## src/rtl/commit_stage.sv

```systemverilog
// commit_stage
// Final in-order pipeline stage. Retires the execute stage's result bundle
// by writing the integer / FP register files, hands traps and trap-returns
// to the CSR unit through a request/acknowledge handshake, and keeps the
// 64-bit retired-instruction counter (minstret).
//
// Ports:
//   clk, rst                 clock, asynchronous active-high reset
//   in_*                     execute-stage result bundle
//   int_we/waddr/wdata       integer register-file write port (combinational)
//   fp_we/waddr/wdata        FP register-file write port (combinational)
//   trap_req, trap_cause,
//   trap_value, trap_pc      registered trap-entry request to the CSR unit
//   trap_return_req,
//   trap_return_priv         registered trap-return request
//   csr_ack                  CSR unit accepted the pending request
//   stall_req                handshake in progress, upstream must hold
//   flush_req                one-cycle pulse that flushes younger ops
//   instret_we/wdata         CSR write of minstret
//   instret                  retired-instruction count
module commit_stage #(
  parameter int XLEN        = 32,
  parameter int CAUSE_WIDTH = 4
) (
  input  logic                   clk,
  input  logic                   rst,
  input  logic                   in_valid,
  input  logic                   in_reg_write,
  input  logic                   in_dst_fp,
  input  logic [4:0]             in_dst_addr,
  input  logic [XLEN-1:0]        in_int_value,
  input  logic [63:0]            in_fp_value,
  input  logic [XLEN-1:0]        in_pc,
  input  logic                   in_trap_valid,
  input  logic [CAUSE_WIDTH-1:0] in_trap_cause,
  input  logic [XLEN-1:0]        in_trap_value,
  input  logic                   in_trap_return,
  input  logic [1:0]             in_return_priv,
  output logic                   int_we,
  output logic [4:0]             int_waddr,
  output logic [XLEN-1:0]        int_wdata,
  output logic                   fp_we,
  output logic [4:0]             fp_waddr,
  output logic [63:0]            fp_wdata,
  output logic                   trap_req,
  output logic [CAUSE_WIDTH-1:0] trap_cause,
  output logic [XLEN-1:0]        trap_value,
  output logic [XLEN-1:0]        trap_pc,
  output logic                   trap_return_req,
  output logic [1:0]             trap_return_priv,
  input  logic                   csr_ack,
  output logic                   stall_req,
  output logic                   flush_req,
  input  logic                   instret_we,
  input  logic [63:0]            instret_wdata,
  output logic [63:0]            instret
);

  typedef enum logic [1:0] {
    RUN      = 2'd0,
    WAIT_ACK = 2'd1,
    FLUSH    = 2'd2
  } state_t;

  state_t                 state_q, state_d;
  logic                   trap_req_q, trap_req_d;
  logic                   ret_req_q, ret_req_d;
  logic [CAUSE_WIDTH-1:0] cause_q, cause_d;
  logic [XLEN-1:0]        value_q, value_d;
  logic [XLEN-1:0]        pc_q, pc_d;
  logic [1:0]             priv_q, priv_d;
  logic [63:0]            instret_q, instret_d;
  logic                   retire;

  always_ff @(posedge clk or posedge rst) begin
    if (rst) begin
      state_q    <= RUN;
      trap_req_q <= 1'b0;
      ret_req_q  <= 1'b0;
      cause_q    <= '0;
      value_q    <= '0;
      pc_q       <= '0;
      priv_q     <= '0;
      instret_q  <= '0;
    end else begin
      state_q    <= state_d;
      trap_req_q <= trap_req_d;
      ret_req_q  <= ret_req_d;
      cause_q    <= cause_d;
      value_q    <= value_d;
      pc_q       <= pc_d;
      priv_q     <= priv_d;
      instret_q  <= instret_d;
    end
  end

  always_comb begin
    state_d    = state_q;
    trap_req_d = trap_req_q;
    ret_req_d  = ret_req_q;
    cause_d    = cause_q;
    value_d    = value_q;
    pc_d       = pc_q;
    priv_d     = priv_q;
    retire     = 1'b0;
    int_we     = 1'b0;
    int_waddr  = '0;
    int_wdata  = '0;
    fp_we      = 1'b0;
    fp_waddr   = '0;
    fp_wdata   = '0;

    case (state_q)
      RUN: begin
        int_waddr = in_dst_addr;
        int_wdata = in_int_value;
        fp_waddr  = in_dst_addr;
        fp_wdata  = in_fp_value;
        if (in_valid) begin
          if (in_trap_valid || in_trap_return) begin
            cause_d    = in_trap_cause;
            value_d    = in_trap_value;
            pc_d       = in_pc;
            priv_d     = in_return_priv;
            // A simultaneous trap and return resolves to the trap.
            trap_req_d = in_trap_valid;
            ret_req_d  = ~in_trap_valid;
            state_d    = WAIT_ACK;
          end else begin
            retire = 1'b1;
            // x0 is hardwired to zero; f0 is an ordinary register.
            int_we = in_reg_write & ~in_dst_fp & (in_dst_addr != 5'd0);
            fp_we  = in_reg_write & in_dst_fp;
          end
        end
      end
      WAIT_ACK: begin
        if (csr_ack) begin
          trap_req_d = 1'b0;
          ret_req_d  = 1'b0;
          // MRET/SRET completes when the CSR unit takes it; a trap never retires.
          retire     = ret_req_q;
          state_d    = FLUSH;
        end
      end
      FLUSH: begin
        state_d = RUN;
      end
      default: begin
        state_d    = RUN;
        trap_req_d = 1'b0;
        ret_req_d  = 1'b0;
      end
    endcase

    // A CSR write overrides any same-cycle retire.
    if (instret_we) begin
      instret_d = instret_wdata;
    end else begin
      instret_d = instret_q + {63'd0, retire};
    end
  end

  assign trap_req         = trap_req_q;
  assign trap_cause       = cause_q;
  assign trap_value       = value_q;
  assign trap_pc          = pc_q;
  assign trap_return_req  = ret_req_q;
  assign trap_return_priv = priv_q;
  assign stall_req        = (state_q == WAIT_ACK);
  assign flush_req        = (state_q == FLUSH);
  assign instret          = instret_q;

endmodule

```

## config.mk

```make
export PLATFORM = sky130hd
export DESIGN_NAME = commit_stage
export DESIGN_NICKNAME = d
export VERILOG_FILES = /design/src/rtl/commit_stage.sv
export SDC_FILE = /design/constraint.sdc
export NUM_CORES = 1
export LEC_CHECK = 0
export ABC_AREA = 1
export BUFFER_PORTS_ARGS = -buffer_cell sky130_fd_sc_hd__buf_2
export CAP_MARGIN = 40
export CORE_AREA = 2 2 193 195
export DETAILED_ROUTE_END_ITERATION = 10
export DIE_AREA = 0 0 195 197
export MAX_ROUTING_LAYER = met4
export PLACE_DENSITY = 0.45
export SYNTH_ARGS = -nofsm -noshare
export SYNTH_HDL_FRONTEND = slang
export SYNTH_SLANG_ARGS = --single-unit
```

## constraint.sdc

```tcl
create_clock -name clk -period 14.05 [get_ports clk]
set_input_delay 2.81 -clock clk [delete_from_list [all_inputs] [get_ports clk]]
set_output_delay 2.81 -clock clk [all_outputs]
set_load 0.05 [all_outputs]
```

==> metrics.txt, run 1 <==
start point of the critical path=in_trap_valid; M1 GR Usage=a little under a fifth; footprint of the multi-input gates=0.00380 sq mm; total instance count after detailed placement=~2k; met2 GRT Util=34.0%; Clock Path Buffers=2; Post-DP Area=around 0.011 sq mm; register area share after synthesis=43.3%; post-CTS sizing=0; TritonCTS clock tree=done; CP arrival=3.92 ns; crit share post-route=around 48%; Achievable Freq=0.149 GHz; delay of the slowest cell on the worst path=0.34 ns; Starting Density=between 20 and 25%; Slew headroom=43.0%; # hold bufs at CTS=0; Clock Pin Slew Worst Setup and Hold Paths=0.06 ns; Setup Skew=0.0168 ns; Leak Pwr=6.06 nW; Chip Width=195 um; post-route cell area=0.0115 sq mm; FF/Latch Area=0.00345 sq mm; post-detail-place hpwl=28,000 um; Die ar.=0.0384 sq mm; crit path setup slack, layout=between 7 and 8 ns; DP Worst Slack=around 7.3 ns; Post-Syn Instances=1,066; row cnt=70; Critical Path, Cell by Cell=buf_2, nor2_1, nand4_1, a311oi_1, buf_2; PwrDens=170 mW/mm^2; share of layout cells above drive strength 1=40.0%; clock root cell=clkbuf_16; postcts setup bufs=0; antenna violations before repair=8; hold path depth=1; flop-to-flop setup slack=11.36 ns; Reg2Reg Launch Point=state_q[1]; VDD IR max=around 0.088 mV; area growth from synthesis to layout=44.4%; first-pass GRT wire length=50,200 um; Total Routing Usage GR=17.9%; CTS Sinks=138; CP most frequent cell=buf_2; synthesized net count=1,312; Die Span Y=197 um; Routed WL per cell=16.8 um; status=finished, final reports clean; crit path to=int_we; worst-path fanout max=3; met3 usage=under 10%; Fillers=4,052; vias per cell=approximately 4.2; Hold WS=0.498 ns; # IOs=490; RSZ-0062 raised after global routing=false; critical-path cell with the highest stage delay=buf_2; Clk Latency, worst-skew pair=about 0.45 ns; post-route minimum period=6.73 ns; Final Util=31.7%; Setup CP Type=in -> out; TNS Setup=0 ns; synth warn=0; Netlist cell types=29; Final ANT Viol Nets=0; R2R depth=15; Worst Setup End Kind=output port; Nets=~1.8k; Remaining Overflow, GRT=0; Worst Hold Class=reg -> reg; Max-cap violations=0; synthesized cell area=0.00797 sq mm; CP required=~11 ns; number of port buffers=489; vias in the first global route=8,654; GRT Max-Usage Layer=met2; final setup fails=0; GP Congestion=0.931; reg-to-reg endpoint=instret[58]; count of pins over their slew limit=0; final hold violation count=0; starting DRC count in detailed routing=420; syn avg cell area=roughly 7.5 sq um; largest net degree at the start of global routing=87; Slew @ Worst Pin=roughly 0.86 ns; Total Wirelength=34,000 um; via count=8,512; final cell count without fillers=2,028; Seq cells post-synth=138; # DRC=0; drt first pass iters=5; Tot Pwr=approximately 2.0 mW; total core area=0.0363 sq mm; crit start category=primary input; H-tree levels=4; CTS Buf Count=17
-- area by class of cell --
cell class                 count  area share, %
multi-input combinational    755           33.1
sequential                   138           30.0
timing repair buffer         495           21.9
tap                          468           5.09
inverter                     136           4.48
clock buffer                  20           4.06
clock inverter                11           1.25
antenna                        5          0.109
-- sequential cells by signal, indices dropped and copies added, names as in the netlist --
register / cells
state_q: 2
trap_pc: 32
trap_return_priv: 2
trap_cause: 4
trap_value: 32
trap_req: 1
trap_return_req: 1
instret: 64
-- cell families after synthesis --
group / Yosys count / synth area share (%)
AO/OA/AOI/OAI: 57 / 4.41
XOR/XNOR: 24 / 2.64
adder cells (fa/ha/maj): 2 / 0.314
buffers and inverters: 173 / 8.90
flip-flops: 138 / 43.3
multiplexers: 70 / 9.89
AND/OR/NAND/NOR: 602 / 30.5
-- Yosys cell counts --
cell type  count  area share [%]
buf_2          3            0.19
o21ai_0       19             1.2
a21oi_1        3            0.19
nor2_1       228              11
nand3b_1       3            0.28
dfrtp_1      138              43
buf_4          5            0.47
nor3_1         1           0.063
nor2_2        12            0.94
a32o_1         1            0.13
o21bai_1      23             2.2
buf_6          5            0.71
or2_0          1           0.079
nand2_2        6            0.47
clkinv_1       1           0.047
o21ai_1       10            0.63
inv_2          1           0.047
xor2_1        11             1.2
mux2_2        70             9.9
a311oi_1       1            0.11
inv_1        134             6.3
nand3_1       42             2.6
xnor2_1       13             1.4
ha_1           2            0.31
nand4_1       11            0.86
nand2_1      294              14
buf_1          1           0.047
nor2_4         4            0.57
clkbuf_1      23             1.1
-- worst max-delay path, delay by kind of cell --
| family | cells | cell delay [ns] |
|---|---|---|
| buffers and inverters | 2 | 0.45 |
| AND/OR/NAND/NOR | 2 | 0.34 |
| AO/OA/AOI/OAI | 1 | 0.33 |
-- how the worst min path moves through the flow --
stage | from | end
after global placement | trap_pc[8] | trap_pc[8]
final | trap_pc[21] | trap_pc[21]
after CTS | trap_value[8] | trap_value[8]
after floorplan | state_q[1] | state_q[1]
after detailed placement | trap_pc[19] | trap_pc[19]
after global routing | trap_value[27] | trap_value[27]
-- routing by layer --
metal,share of wire (%),vias up,wire length (um)
met5,0,-,0
met4,3.1,0,1050
met3,4.3,47,1450
met2,55,290,18800
met1,37,3936,12700
li1,-,4239,-
-- layout by cell type (no fill, tap or decap) --
master	n
inv_1	132
o21ai_1	10
clkinv_2	3
a21oi_1	3
buf_2	489
buf_12	1
nand2_2	6
diode_2	5
bufinv_16	3
nand3b_1	3
buf_4	4
a32o_1	1
or2_0	1
nor2_4	4
o21bai_1	23
buf_16	1
nor2_2	12
a311oi_1	1
clkinvlp_4	4
clkbuf_16	17
nor3_1	1
xnor2_1	13
nand2_1	294
nor2_1	228
nand3_1	42
clkbuf_8	3
o21ai_0	19
mux2_2	70
nand4_1	11
inv_2	3
inv_6	2
xor2_1	11
ha_1	2
dfrtp_1	138
-- power breakdown --
part	leakage, nW	internal [mW]	switching [mW]
Sequential	1.65	0.489	0.0583
Clock	0.290	0.291	0.179
Combinational	4.12	0.217	0.717
Total	6.06	0.998	0.954
(Power assumes the default switching activity.)
==> run 2, diff against run 1 <==
--- a/config.mk
+++ b/config.mk
@@ -8,11 +8,11 @@
 export ABC_AREA = 1
 export BUFFER_PORTS_ARGS = -buffer_cell sky130_fd_sc_hd__buf_2
 export CAP_MARGIN = 40
-export CORE_AREA = 2 2 193 195
+export CORE_AREA = 2 2 190 192
 export DETAILED_ROUTE_END_ITERATION = 10
-export DIE_AREA = 0 0 195 197
+export DIE_AREA = 0 0 192 194
 export MAX_ROUTING_LAYER = met4
-export PLACE_DENSITY = 0.45
+export PLACE_DENSITY = 0.46
 export SYNTH_ARGS = -nofsm -noshare
 export SYNTH_HDL_FRONTEND = slang
 export SYNTH_SLANG_ARGS = --single-unit
==> constraint.sdc (replaced) <==
create_clock -name clk -period 7 [get_ports clk]
set_input_delay 1.4 -clock clk [delete_from_list [all_inputs] [get_ports clk]]
set_output_delay 1.4 -clock clk [all_outputs]
set_load 0.05 [all_outputs]
==> metrics.txt, run 2 (synthesis results as in run 1) <==
status=finished, final reports clean; Critical path buffers and inverters=2; post-route minimum period=approximately 4 ns; Setup Skew=~0.011 ns; Max-cap violations=0; VDD IR max=0.172 mV; final hold violation count=0; CTS Buf Count=17; Worst Setup End Kind=output port; Total Routing Usage GR=approximately a fifth; share of layout cells above drive strength 1=39.9%; Routed WL per cell=17.5 um; Worst Hold Class=reg -> reg; Slew headroom=53.6%; critical path's top delay family=buffers and inverters; TritonCTS clock tree=done; post-CTS sizing=0; number of port buffers=roughly 500; vias in the first global route=~8.6k; drt first pass iters=5; clock root cell=clkbuf_16; max reg flops=64; Remaining Overflow, GRT=0; worst-path fanout max=3; CP most frequent cell=buf_2; Hold Crit Endpoint=trap_pc[26]; reg-to-reg endpoint=instret[62]; DP Worst Slack=2.95 ns; H-tree levels=4; # hold bufs at CTS=0; Final Util=between 30% and 40%; Leak Pwr=6.07 nW; RSZ-0062 raised after global routing=false; TNS Setup=0 ns; # DRC=0; commonest non-fill, non-tap cells in the layout=buf_2 (489), nand2_1 (294), nor2_1 (228); largest net degree at the start of global routing=88; vias per cell=4.26; # IOs=490; GP Congestion=0.947; final cell count without fillers=2,020; total instance count after detailed placement=1,986; Fillers=between 3k and 4k; flop-to-flop setup slack=4.42 ns; Starting Density=22.6%; crit path setup slack, layout=3.09 ns; antenna violations before repair=6; Die Span Y=approximately 190 um; postcts setup bufs=0; first-pass GRT wire length=between 50,000 and 60,000 um; CP arrival=about 2.5 ns; R2R depth=15; CP required=around 5.6 ns; row cnt=69; Slew @ Worst Pin=0.696 ns; count of pins over their slew limit=0; PwrDens=343 mW/mm^2; delay of the slowest cell on the worst path=~0.34 ns; Clock Pin Slew Worst Setup and Hold Paths=0.06 ns; Final ANT Viol Nets=0; hold path depth=1; Hold WS=roughly 0.5 ns; Nets=roughly 1.8k; Die ar.=between 0.03 and 0.04 sq mm; critical-path cell with the highest stage delay=buf_2; CTS Sinks=about 140; crit start category=primary input; Total Wirelength=~35,000 um; Chip Width=around 190 um; final setup fails=0; Clk Latency, worst-skew pair=0.45 ns; start point of the critical path=in_trap_valid; via count=8,600; Clock Path Buffers=2; total core area=0.0352 sq mm; post-detail-place hpwl=29,400 um; Critical Path, Cell by Cell=buf_2, nor2_1, nand4_1, a311oi_1, buf_2; most common cell after layout, fill and taps aside=buf_2; Setup CP Type=in -> out; area growth from synthesis to layout=44.4%; starting DRC count in detailed routing=between 400 and 500; Achievable Freq=0.256 GHz; Reg2Reg Launch Point=state_q[1]; crit share post-route=between 50% and 60%; min-delay src=trap_pc[26]
[run 2: cell types whose count changed in the layout (fill, tap and decap cells not counted), sizes merged]
| cell | before | now |
|---|---|---|
| clkinv | 3 | 7 |
| clkinvlp | 4 | 1 |
| diode | 5 | 2 |
| buf | 495 | 496 |
| clkbuf | 20 | 19 |
| inv | 137 | 138 |
[run 2: through the flow]
| step | total power [mW] | area (sq um) |
|---|---|---|
| floorplan | 2.51 | 7970 |
| global placement | 3.01 | 10800 |
| detailed placement | 3.03 | 10900 |
| CTS | 4.00 | 11500 |
| global route | 4.12 | 11500 |
| finish | 3.95 | 11500 |
[run 2: power breakdown]
group          switching, mW  internal, mW  total, mW
clock network          0.383         0.574      0.957
registers              0.126         0.981       1.11
logic                   1.45         0.437       1.89
[run 2: area by class of cell]
class | instances | area (sq um) | share of cell area [%]
clock buffers | 19 | 443 | 3.85
diodes | 2 | 5.00 | 0.0435
flip-flops and latches | 138 | 3450 | 30.0
multi-input cells | 755 | 3800 | 33.1
inverters | 136 | 515 | 4.48
clock inverters | 13 | 168 | 1.46
well taps | 461 | 577 | 5.01
repair buffers | 496 | 2540 | 22.1
[run 2: worst max path at each step]
stage	endpoint	slack, ns	depth (start not counted)
CTS	int_we	2.95	5
detailed placement	int_we	2.95	5
global route	int_we	2.92	5
global placement	int_we	3.00	5
finish	int_we	3.09	5
floorplan	instret[0]	1.90	1
[run 2: worst reg2reg max path, delay by kind of cell (launching register included)]
family	cells	cell delay, ns
adders and majority gates	2	0.33
AOI/OAI and AO/OA	1	0.17
buffers and inverters	1	0.08
DFF	1	0.40
and+or+nand+nor	11	1.48
[run 2: per-layer routing]
metal  GRT usage, %  vias to the layer above  part of all wire [%]
met5              -                        -                     0
met4           5.54                        0                   2.0
met3           2.77                       40                   4.4
met2           37.2                      304                    56
met1           20.8                     4024                    38
li1               -                     4232                     -
